File: config.mk
export PLATFORM = sky130hd
export DESIGN_NAME = frc_arbiter
export DESIGN_NICKNAME = d
export VERILOG_FILES = /design/src/rtl/frc_arbiter.sv
export SDC_FILE = /design/constraint.sdc
export NUM_CORES = 1
export LEC_CHECK = 0
export CORE_MARGIN = 5
export CORE_UTILIZATION = 42
export CTS_CLUSTER_DIAMETER = 150
export DETAILED_ROUTE_END_ITERATION = 7
export PLACE_DENSITY = 0.95
export SYNTH_ARGS = -nofsm -noshare
export SYNTH_HDL_FRONTEND = slang
export SYNTH_SLANG_ARGS = --single-unit
File: constraint.sdc
create_clock -name clk -period 2.9 [get_ports clk]
set_input_delay 0.58 -clock clk [delete_from_list [all_inputs] [get_ports clk]]
set_output_delay 0.58 -clock clk [all_outputs]
set_load 0.01 [all_outputs]
File: src/rtl/frc_arbiter.sv
// Round-robin arbiter sharing one fraction-check unit between N_REQ requesters.
// Define FRC_TIMEOUT_EN to abort a check that has no done after TIMEOUT cycles.
module frc_arbiter #(
   parameter int N_REQ   = 4,
   parameter int W       = 32,
   parameter int TIMEOUT = 15
) (
   input  logic               clk,
   input  logic               rst,
   input  logic [N_REQ-1:0]   req,
   input  logic [N_REQ*W-1:0] num_in,
   output logic [N_REQ-1:0]   ack,
   output logic               res_out,
   output logic               err,
   output logic               busy,
   output logic [W-1:0]       chk_num,
   output logic               chk_start,
   input  logic               chk_done,
   input  logic               chk_res
);

   localparam int PW = (N_REQ > 1) ? $clog2(N_REQ) : 1;
   localparam logic [PW-1:0] LAST = PW'(N_REQ - 1);

   if (N_REQ < 2 || N_REQ > 8 || TIMEOUT < 1) begin : g_bad_cfg
      $error("frc_arbiter: parameter out of range");
   end

   typedef enum logic [1:0] {
      IDLE  = 2'd0,
      ISSUE = 2'd1,
      WAIT  = 2'd2,
      RESP  = 2'd3
   } state_t;

   state_t        state;
   logic [PW-1:0] ptr;
   logic [PW-1:0] grant;
   logic          found;
   logic [PW-1:0] pick;
   logic [W-1:0]  pick_num;
   logic          done_ok;
   logic          abort;

   // First set request at or after ptr, wrapping at N_REQ-1.
   always_comb begin
      int j;
      logic [PW-1:0] idx;
      j     = 0;
      idx   = '0;
      found = 1'b0;
      pick  = ptr;
      for (int i = 0; i < N_REQ; i++) begin
         j = int'(ptr) + i;
         if (j > N_REQ - 1) j = j - N_REQ;
         idx = PW'(j);
         if (!found && req[idx]) begin
            found = 1'b1;
            pick  = idx;
         end
      end
   end

   always_comb begin
      pick_num = '0;
      for (int i = 0; i < N_REQ; i++)
         if (PW'(i) == pick) pick_num = num_in[i*W +: W];
   end

`ifdef FRC_TIMEOUT_EN
   localparam int CW = $clog2(TIMEOUT + 1);
   localparam logic [CW-1:0] CLAST = CW'(TIMEOUT - 1);

   logic [CW-1:0] cnt;
   logic          err_q;

   assign abort = !chk_done && (cnt == CLAST);
   assign err   = err_q;

   always_ff @(posedge clk or posedge rst) begin
      if (rst) begin
         cnt   <= '0;
         err_q <= 1'b0;
      end else if (state == ISSUE) begin
         cnt <= '0;
      end else if (state == WAIT) begin
         if (chk_done) err_q <= 1'b0;
         else if (abort) err_q <= 1'b1;
         else cnt <= cnt + 1'b1;
      end
   end
`else
   assign abort = 1'b0;
   assign err   = 1'b0;
`endif

   assign done_ok = chk_done || abort;

   always_ff @(posedge clk or posedge rst) begin
      if (rst) begin
         state     <= IDLE;
         ptr       <= '0;
         grant     <= '0;
         ack       <= '0;
         res_out   <= 1'b0;
         busy      <= 1'b0;
         chk_start <= 1'b0;
         chk_num   <= '0;
      end else begin
         unique case (state)
            IDLE: begin
               if (found) begin
                  grant     <= pick;
                  chk_num   <= pick_num;
                  chk_start <= 1'b1;
                  busy      <= 1'b1;
                  state     <= ISSUE;
               end
            end
            ISSUE: begin
               chk_start <= 1'b0;
               state     <= WAIT;
            end
            WAIT: begin
               if (done_ok) begin
                  // An aborted check reports a zero result.
                  res_out <= chk_done ? chk_res : 1'b0;
                  ack     <= N_REQ'(1) << grant;
                  state   <= RESP;
               end
            end
            RESP: begin
               ack   <= '0;
               busy  <= 1'b0;
               ptr   <= (grant == LAST) ? '0 : grant + 1'b1;
               state <= IDLE;
            end
            default: state <= IDLE;
         endcase
      end
   end

endmodule

==> impl_metrics.toml, run 1 <==
[finish]
finalInstanceArea_mm2 = 0.00516
n_antenna_cell = 0
instances_no_fill = 590
post_route_cells_drive_above_1_share = 0.159
design.final.nets = 634
area.growth.synth_to_final_pct = 64.5

[pwr]
power_frac_comb = 0.640
switching_share = 0.437
total_switching_power_w = 0.00203
cell_internal_pwr_w = 0.00261
p_leak_nw = 1.91
pwr-share-seq = 0.252
worst_ir_drop_vdd_mv = 0.373
power_frac_clock = 0.108
power-per-cell-area_mw_per_mm2 = 899

[critical_path]
rr_startpoint = "ptr[0]"
timing.critical_path.fanout_max = 16
end_kind = "flip-flop"
worst-setup-path-type = "primary input to flip-flop"
cp_data_arrival_time_ns = 3.05
timing.critical_path.from = "req[3]"
critical_path_required_ns = 3.10
setup.worst_path.start_class = "primary input"

[die]
floorplan.core_area_mm2 = 0.00725
placement_rows = 31
start_util = 0.433
floorplan.die.width_um = 96.5
fp.dieArea_mm2 = 0.00930
floorplan.die.height_um = 96.5
boundaryPins = 176

[status]
run_status = "finished clean"

[timing]
timing_max_transition_violations_final = 0
finalSetupViolations = 0
report.final.hold_viol_count = 0
finalCriticalPeriod_ns = 2.85
timing.final.crit_share = 0.982
timing.max_slew.rel_slack = 0.257
setup_repair_after_global_routing_missed_its_margin = "no"
fmax_ghz = 0.351
tightestPinTransition_ns = 1.11
final.setup_skew_ns = 0.00830

[global_routing]
grt_pass1_wl_um = 17700
grt_use_total = 0.244
first_global_vias = 3579
overflow = 0
grt_antenna_before_repair = 0
grt_max_degree = 66

[logic_synthesis]
net_count_of_the_mapped_netlist = 465
post_synth_instance_area_mm2 = 0.00314
most_frequent_cell_after_synthesis = "dfrtp_1"
netlist.top_cell.by_area = "dfrtp_1"
synth-edff-count = 0
syn-mean-instance-area_um2 = 9.78
synth_cells = 321
synth_seq_area_share = 0.359
most_frequent_cells_after_synthesis = "45 x dfrtp_1, 42 x nand2_1, 35 x nor4_1"
ys_ff_latch = 45
post_synth_num_cell_types = 37
synth.area.top_cells = "dfrtp_1 36%, nor4_2 12%, o221ai_1 8.9%"
synth_warnings = 0
synth_ff_type = "dfrtp_1"
share_of_flip_flops_with_an_asynchronous_set_or_reset_after_synthesis = 1.00
synth_largest_type_area_fraction = 0.359

[cts]
cts_resized = 0
clkSlewWorstSetupHoldPaths_ns = 0.08
count_of_hold_buffers_inserted_by_post_cts_repair = 0
clock_tree.root_cell = "clkbuf_8"
clock_sinks = 45
htree_num_levels = 2
cts_post_setup_buffers_inserted = 0
cts_tree = "built"
cts_buffer_count = 5
cts-root-to-sink-buffers = 2
insertion_delay_ns = 0.30

[drt]
ant_nets = 0
drt_first_iter_violations = 332
via_per_inst = 6.08
drc_violation_count_after_routing = 0
detail_route.wl_per_cell_um = 21.1
route.vias.total = 3587
route.final.wire_length_um = 12400
firstDrtPassIters = 5

[placement]
detailedPlacementHpwl_um = 8590
gp_routability_congestion = 0.807
placement.io_buffers = 174
place_inst = 580
dpl_cell_area_mm2 = 0.00502

[worst_hold_path]
worst_hold_path_type = "flip-flop to flip-flop"
worstHoldStart = "chk_num[19]"

[job]
drv_cap = 0
[final timing paths]
kind | to | slack [ns] | cells after the start
worst min-delay path | chk_num[19] | 0.48 | 2
min in group asynchronous | res_out | 0.75 | 3
worst min register to register | chk_num[19] | 0.48 | 2
worst max-delay path | chk_num[22] | 0.05 | 8
max in group asynchronous | chk_num[23] | 1.73 | 3
worst max register to register | chk_num[22] | 0.50 | 6
[power by group through the flow]
stage / registers [W] / clock network [W] / logic (W)
final: 0.00117 / 0.000501 / 0.00297
after global placement: 0.00115 / 0 / 0.00280
after CTS: 0.00117 / 0.000506 / 0.00291
after global routing: 0.00121 / 0.000531 / 0.00319
after detailed placement: 0.00117 / 0 / 0.00290
after floorplan: 0.00126 / 0 / 0.00161
[layout make-up]
cell class                      count  area (um^2)
Fill cell                         531         2090
Timing Repair Buffer              198         1960
Multi-Input combinational cell    232         1810
Sequential cell                    45         1130
Tap cell                           99          124
Clock buffer                        7         86.3
Clock inverter                      1         30.0
Inverter                            8         30.0
[cell families (layout without fill, tap and decap cells)]
| family | count (synthesis) | count (layout) | share of synthesized area |
|---|---|---|---|
| mux | 3 | 3 | 0.0108 |
| compound gates | 91 | 93 | 0.237 |
| fa+ha+maj | 8 | 8 | 0.0319 |
| other cells | 1 | 1 | 0.00119 |
| buf+inv | 46 | 214 | 0.0825 |
| simple gates | 127 | 127 | 0.278 |
| flops | 45 | 45 | 0.359 |
[through the flow]
stage / setup slack (ns) / utilization / hold WS [ns] / power (W) / setup TNS, ns
6_report: 0.0521 / 0.712 / 0.485 / 0.00464 / 0
4_1_cts: 0.00844 / 0.708 / 0.489 / 0.00458 / 0
3_3_place_gp: -0.133 / 0.692 / 0.460 / 0.00395 / -1.44
3_5_place_dp: -0.330 / 0.692 / 0.471 / 0.00408 / -4.88
2_1_floorplan: 0.996 / - / 0.509 / 0.00287 / 0
5_1_grt: 0.00521 / 0.712 / 0.515 / 0.00492 / 0
[sequential cells by signal (all words and copies together), names as in the netlist]
name and count:
chk_num 32, ptr 2, ack 4, state 2
chk_start 1, res_out 1, busy 1, grant 2
[routing by layer]
metal / GRT usage / part of all wire / wire (um) / up-vias
met4: 0.0888 / 0.029 / 365 / 0
li1: - / - / - / 1613
met5: 0 / 0 / 0 / -
met2: 0.419 / 0.50 / 6240 / 219
met1: 0.287 / 0.36 / 4470 / 1725
met3: 0.0720 / 0.11 / 1350 / 30
[critical path, stage by stage]
cell             delay (ns)
clkdlybuf4s50_1        0.50
buf_4                  0.20
buf_4                  0.14
inv_2                  0.10
o41ai_2                0.14
a31oi_2                0.89
o221ai_1               0.22
o31ai_1                0.29
[layout by cell type (no fill, tap or decap), types with 2 or more instances in the layout]
master	instances
ha_1	8
buf_4	21
o221ai_1	32
nand2b_1	3
nand3_1	2
nor2_1	3
mux2_2	3
inv_2	2
nor4_2	30
nor2b_2	2
buf_12	3
nor2b_1	6
o21ai_0	8
nor3_1	2
nor4_1	35
inv_1	6
a21oi_1	3
clkdlybuf4s50_1	174
nand2_1	42
a31oi_1	4
o31ai_1	32
dfrtp_1	45
clkbuf_8	6
Power figures use the tool's default switching activity.
==> inputs of run 2 (changes only) <==
Settings changed: CAP_MARGIN from default to 20, SLEW_MARGIN from default to 15.
==> results of run 2 <==
Final layout, timing and power as in run 1 (identical DEF).
==> variant 1: new RTL, settings of run 1 <==
Change the parameter `N_REQ` from 4 to 2.
--- a/src/rtl/frc_arbiter.sv
+++ b/src/rtl/frc_arbiter.sv
@@ -1,7 +1,7 @@
 // Round-robin arbiter sharing one fraction-check unit between N_REQ requesters.
 // Define FRC_TIMEOUT_EN to abort a check that has no done after TIMEOUT cycles.
 module frc_arbiter #(
-   parameter int N_REQ   = 4,
+   parameter int N_REQ   = 2,
    parameter int W       = 32,
    parameter int TIMEOUT = 15
 ) (
Ports: changed (resized ack, num_in and req); port bits go from 176 to 108. No check against the original RTL was run, so the function may have changed too.
==> variant 1 against run 1 <==
- cell area decreased by 34%
- non-clock buffer count decreased by 83
- sequential power decreased by 10%
- sequential share of layout area increased by 8.3 points
- sequential cell count decreased by 4
- critical path type unchanged
- register-to-register slack improved by 0.40 ns
- synthesized area decreased by 28%
- wire length decreased by 42%
- total power decreased by 34%
- clock skew decreased by 0.0020 ns
- critical path depth decreased by 4
- worst setup slack improved by 0.84 ns
- largest power group unchanged
==> variant 1: results (changes against run 1) <==
Slowest Stage Delay on Critical Path 0.77 ns (-0.12 ns); reg2reg start state[0]; layout net count 402 (-37%); ratio of cells with drive above 1 in the final layout 7.622% (-8.3 points); RR Endpoint chk_num[4]; register-to-register setup slack 0.90 ns (+0.40 ns); Synth Area in Adders 2.201% (-0.99 points); most numerous cell in the Yosys netlist o2111ai_1; first-pass GRT wire length 11.92 mm (-33%); post-synthesis mux area share 1.431% (+0.35 points); largest delay contributor family on the critical path buffers and inverters; f_max 497.0 MHz (+42%); list of most frequent post-synthesis cells 64 x o2111ai_1, 41 x dfrtp_1, 37 x nand2_1; CP Capture Point chk_num[20]; combinational cell fraction of total power 53.2% (-11 points); placed inst area 3322 um^2 (-34%); run status finished, final reports clean; synth top area cells dfrtp_1 45%, o2111ai_1 25%, nand3_1 7.0%, nand2_1 6.1%, buf_2 4.2%; CP startpoint req[1]; Peak VDD IR 613.9 uV (+64%); drt first pass iters 4 (-1); Initial DRC Count 135 (-59%); DR vias/cell 5.972 (-1.8%); Sw Pwr 1.232 mW (-39%); GPL Wtd Cong 0.7697 (-4.6%)
## variant 1: cell types whose count changed after synthesis, sizes merged, moves of 4 or more
cell / before / now
a31oi: 5 / 1
dfrtp: 45 / 41
ha: 8 / 4
nand2: 42 / 37
nand3: 2 / 32
nor2b: 8 / 1
nor4: 66 / 0
o2111ai: 0 / 64
o21ai: 9 / 3
o221ai: 32 / 0
o31ai: 32 / 0
## variant 1: area by class of cell
type                            instances  share of cell area, %
Tap cell                               70                  2.570
Timing Repair Buffer                  115                  33.11
Sequential cell                        41                  30.10
Clock buffer                            7                  2.533
Inverter                                7                 0.7709
Multi-Input combinational cell        158                  30.91
## variant 1: per-layer routing
| layer | GRT usage (%) | wire length (um) | up-vias |
|---|---|---|---|
| met2 | 35.07 | 3719 | 99 |
| met5 | 0 | 0 | - |
| met1 | 25.20 | 2912 | 1153 |
| met4 | 5.556 | 87 | 0 |
| met3 | 4.738 | 488 | 11 |
| li1 | - | - | 1114 |
==> variant 2: new RTL, settings of run 1 <==
Without the edit above. Re-encode `state_t` (4 states) as Gray code, 2 bits wide.
--- a/src/rtl/frc_arbiter.sv
+++ b/src/rtl/frc_arbiter.sv
@@ -27,10 +27,10 @@
    end
 
    typedef enum logic [1:0] {
-      IDLE  = 2'd0,
-      ISSUE = 2'd1,
-      WAIT  = 2'd2,
-      RESP  = 2'd3
+      IDLE  = 2'b00,
+      ISSUE = 2'b01,
+      WAIT  = 2'b11,
+      RESP  = 2'b10
    } state_t;
 
    state_t        state;
Formal check against the unedited RTL: same outputs for any inputs over 10 cycles, from zero or initial values and one cycle with rst high; not proved beyond that.
==> variant 2 against run 1 <==
- fmax grew 6.0%
- first-iteration DRC count shrank 49%
- synthesized area shrank 1.3%
- sequential share of layout area grew 0.59 points
- register-to-register slack gained 0.09 ns
- wire length shrank 10%
- largest cell class unchanged
- cell area shrank 2.6%
- total power shrank 5.6%
- worst setup slack gained 0.16 ns
- sequential cell count is the same
==> variant 2: results (changes against run 1) <==
clk slew on worst S/H paths 0.09 ns; PortBufs 174 (unchanged); Clock Tree Buf Depth 2 (unchanged); hpwl dp 8.271 mm (-3.7%); register area share after synthesis 36.35% (+0.48 points); placed inst area 4895 um^2 (-2.4%); ys async rst share 100.0% (unchanged); top_reg_cell synth dfrtp_1; post-CTS setup buffer count 0 (unchanged); # fillers 567 (+6.8%); Crit. End Element flop; first-pass GRT wire length 17.42 mm (-1.4%); WL per Instance 20.00 um (-5.0%); Distinct cells, synth 41 (+11%); number of flip-flops under the largest register name 32 (unchanged); Worst Skew 0.007978 ns (-0.0003200 ns); slew margin rel. 26.20% (+0.48 points); initial antenna violation count 0 (unchanged); H-tree levels 2 (unchanged); Initial DRC Count 168 (-49%); critical-path maximum fanout 32 (+16); placed cells 548 (-5.5%); clk_lat worst skew 0.30 ns (about the same); total wire length 11.12 mm (-10%); drt first pass iters 4 (-1); Inserted Clock Buffers 5 (unchanged); run status finished, final reports clean; DR vias 3,301 (-8.0%); leakage power 1.818 nW (-5.0%); Post-Syn Instances 299 (-6.9%); ratio of cells with drive above 1 in the final layout 17.51% (+1.6 points); CTS resizes 0 (unchanged); layout net count 596 (-6.0%); Root Driver clkbuf_8; gr ovfl total 0 (unchanged); worst min path class flop to flop; vias in the first global route 3,541 (-1.1%); syn nets 439 (-5.6%); list of most frequent post-synthesis cells 45 x dfrtp_1, 35 x nand2_1, 35 x nor4_1; largest net degree at the start of global routing 46 (-30%); top flop regs chk_num: 32 flops, ack: 4 flops; total track usage 24.11% (-0.26 points); Synth Warn # 0 (unchanged); Peak VDD IR 536.3 uV (+44%); CP arrival 2.88 ns (-0.17 ns); synth top area cells dfrtp_1 36%, nor4_2 13%, o31ai_1 8.0%, nor4_1 7.1%, o221ai_1 6.2%; diode count 0 (unchanged); GPL Wtd Cong 0.8958 (+11%)
-- variant 2: cell types whose count changed after synthesis, sizes merged, moves of 3 or more --
cell,change
ha,-4
nor2b,-6
a31oi,-4
clkbuf,-3
buf,+3
a22o,+4
o21ai,-6
nand2,-7
-- variant 2: layout make-up --
cell class	instances	area share, %
clock inverters	3	1.294
clock buffers	5	1.369
well taps	99	2.463
repair buffers	188	37.22
flip-flops and latches	45	22.39
inverters	7	0.5225
multi-input cells	209	34.74
-- variant 2: where the power goes --
part	internal [mW]	switching, mW	leakage, nW
registers	0.937	0.235	0.549
logic	1.24	1.40	1.20
clock network	0.343	0.224	0.0681
-- variant 2: final timing paths --
kind,from,end,slack [ns],cells past startpoint
worst min-delay path,chk_num[4],chk_num[4],0.48,2
worst min register to register,chk_num[4],chk_num[4],0.48,2
worst max-delay path,req[0],chk_num[6],0.21,6
min in group asynchronous,rst,chk_num[23],0.82,2
worst max register to register,ptr[1],chk_num[6],0.59,5
max in group asynchronous,rst,chk_num[27],1.48,2
-- variant 2: cell families (layout without fill, tap and decap cells) --
logic type / after synthesis / after routing / share of synthesized area [%]
multiplexers: 2 / 2 / 0.7269
AND/OR/NAND/NOR: 115 / 115 / 26.57
AO/OA/AOI/OAI: 87 / 87 / 26.17
flip-flops: 45 / 45 / 36.35
buffers and inverters: 45 / 203 / 8.441
other: 1 / 1 / 0.1210
adder cells (fa/ha/maj): 4 / 4 / 1.616
-- variant 2: per-stage QoR --
step / setup WS (ns) / setup TNS [ns] / power [mW] / util (%) / hold WS, ns
after floorplan: 0.9893 / 0 / 2.735 / - / 0.4994
after global placement: 0.03221 / 0 / 3.734 / 67.85 / 0.4608
after detailed placement: -0.1464 / -2.338 / 3.842 / 67.85 / 0.4665
after CTS: 0.1639 / 0 / 4.418 / 69.70 / 0.4874
after global routing: 0.07351 / 0 / 4.671 / 69.70 / 0.5177
final: 0.2141 / 0 / 4.385 / 69.70 / 0.4834
-- variant 2: layer usage --
layer,up-vias,share of wire (%),global-route usage (%)
met1,1602,37,28.50
met4,0,1.6,6.872
met3,17,9.7,7.193
met2,165,51,42.21
li1,1517,-,-
met5,-,0,0
-- variant 2: worst max-delay path, stage by stage --
cell and delay (ns):
clkdlybuf4s50_1 0.55, nor2b_4 0.25, o41ai_2 0.10, a31oi_4 0.88
o221ai_1 0.20, o31ai_1 0.31
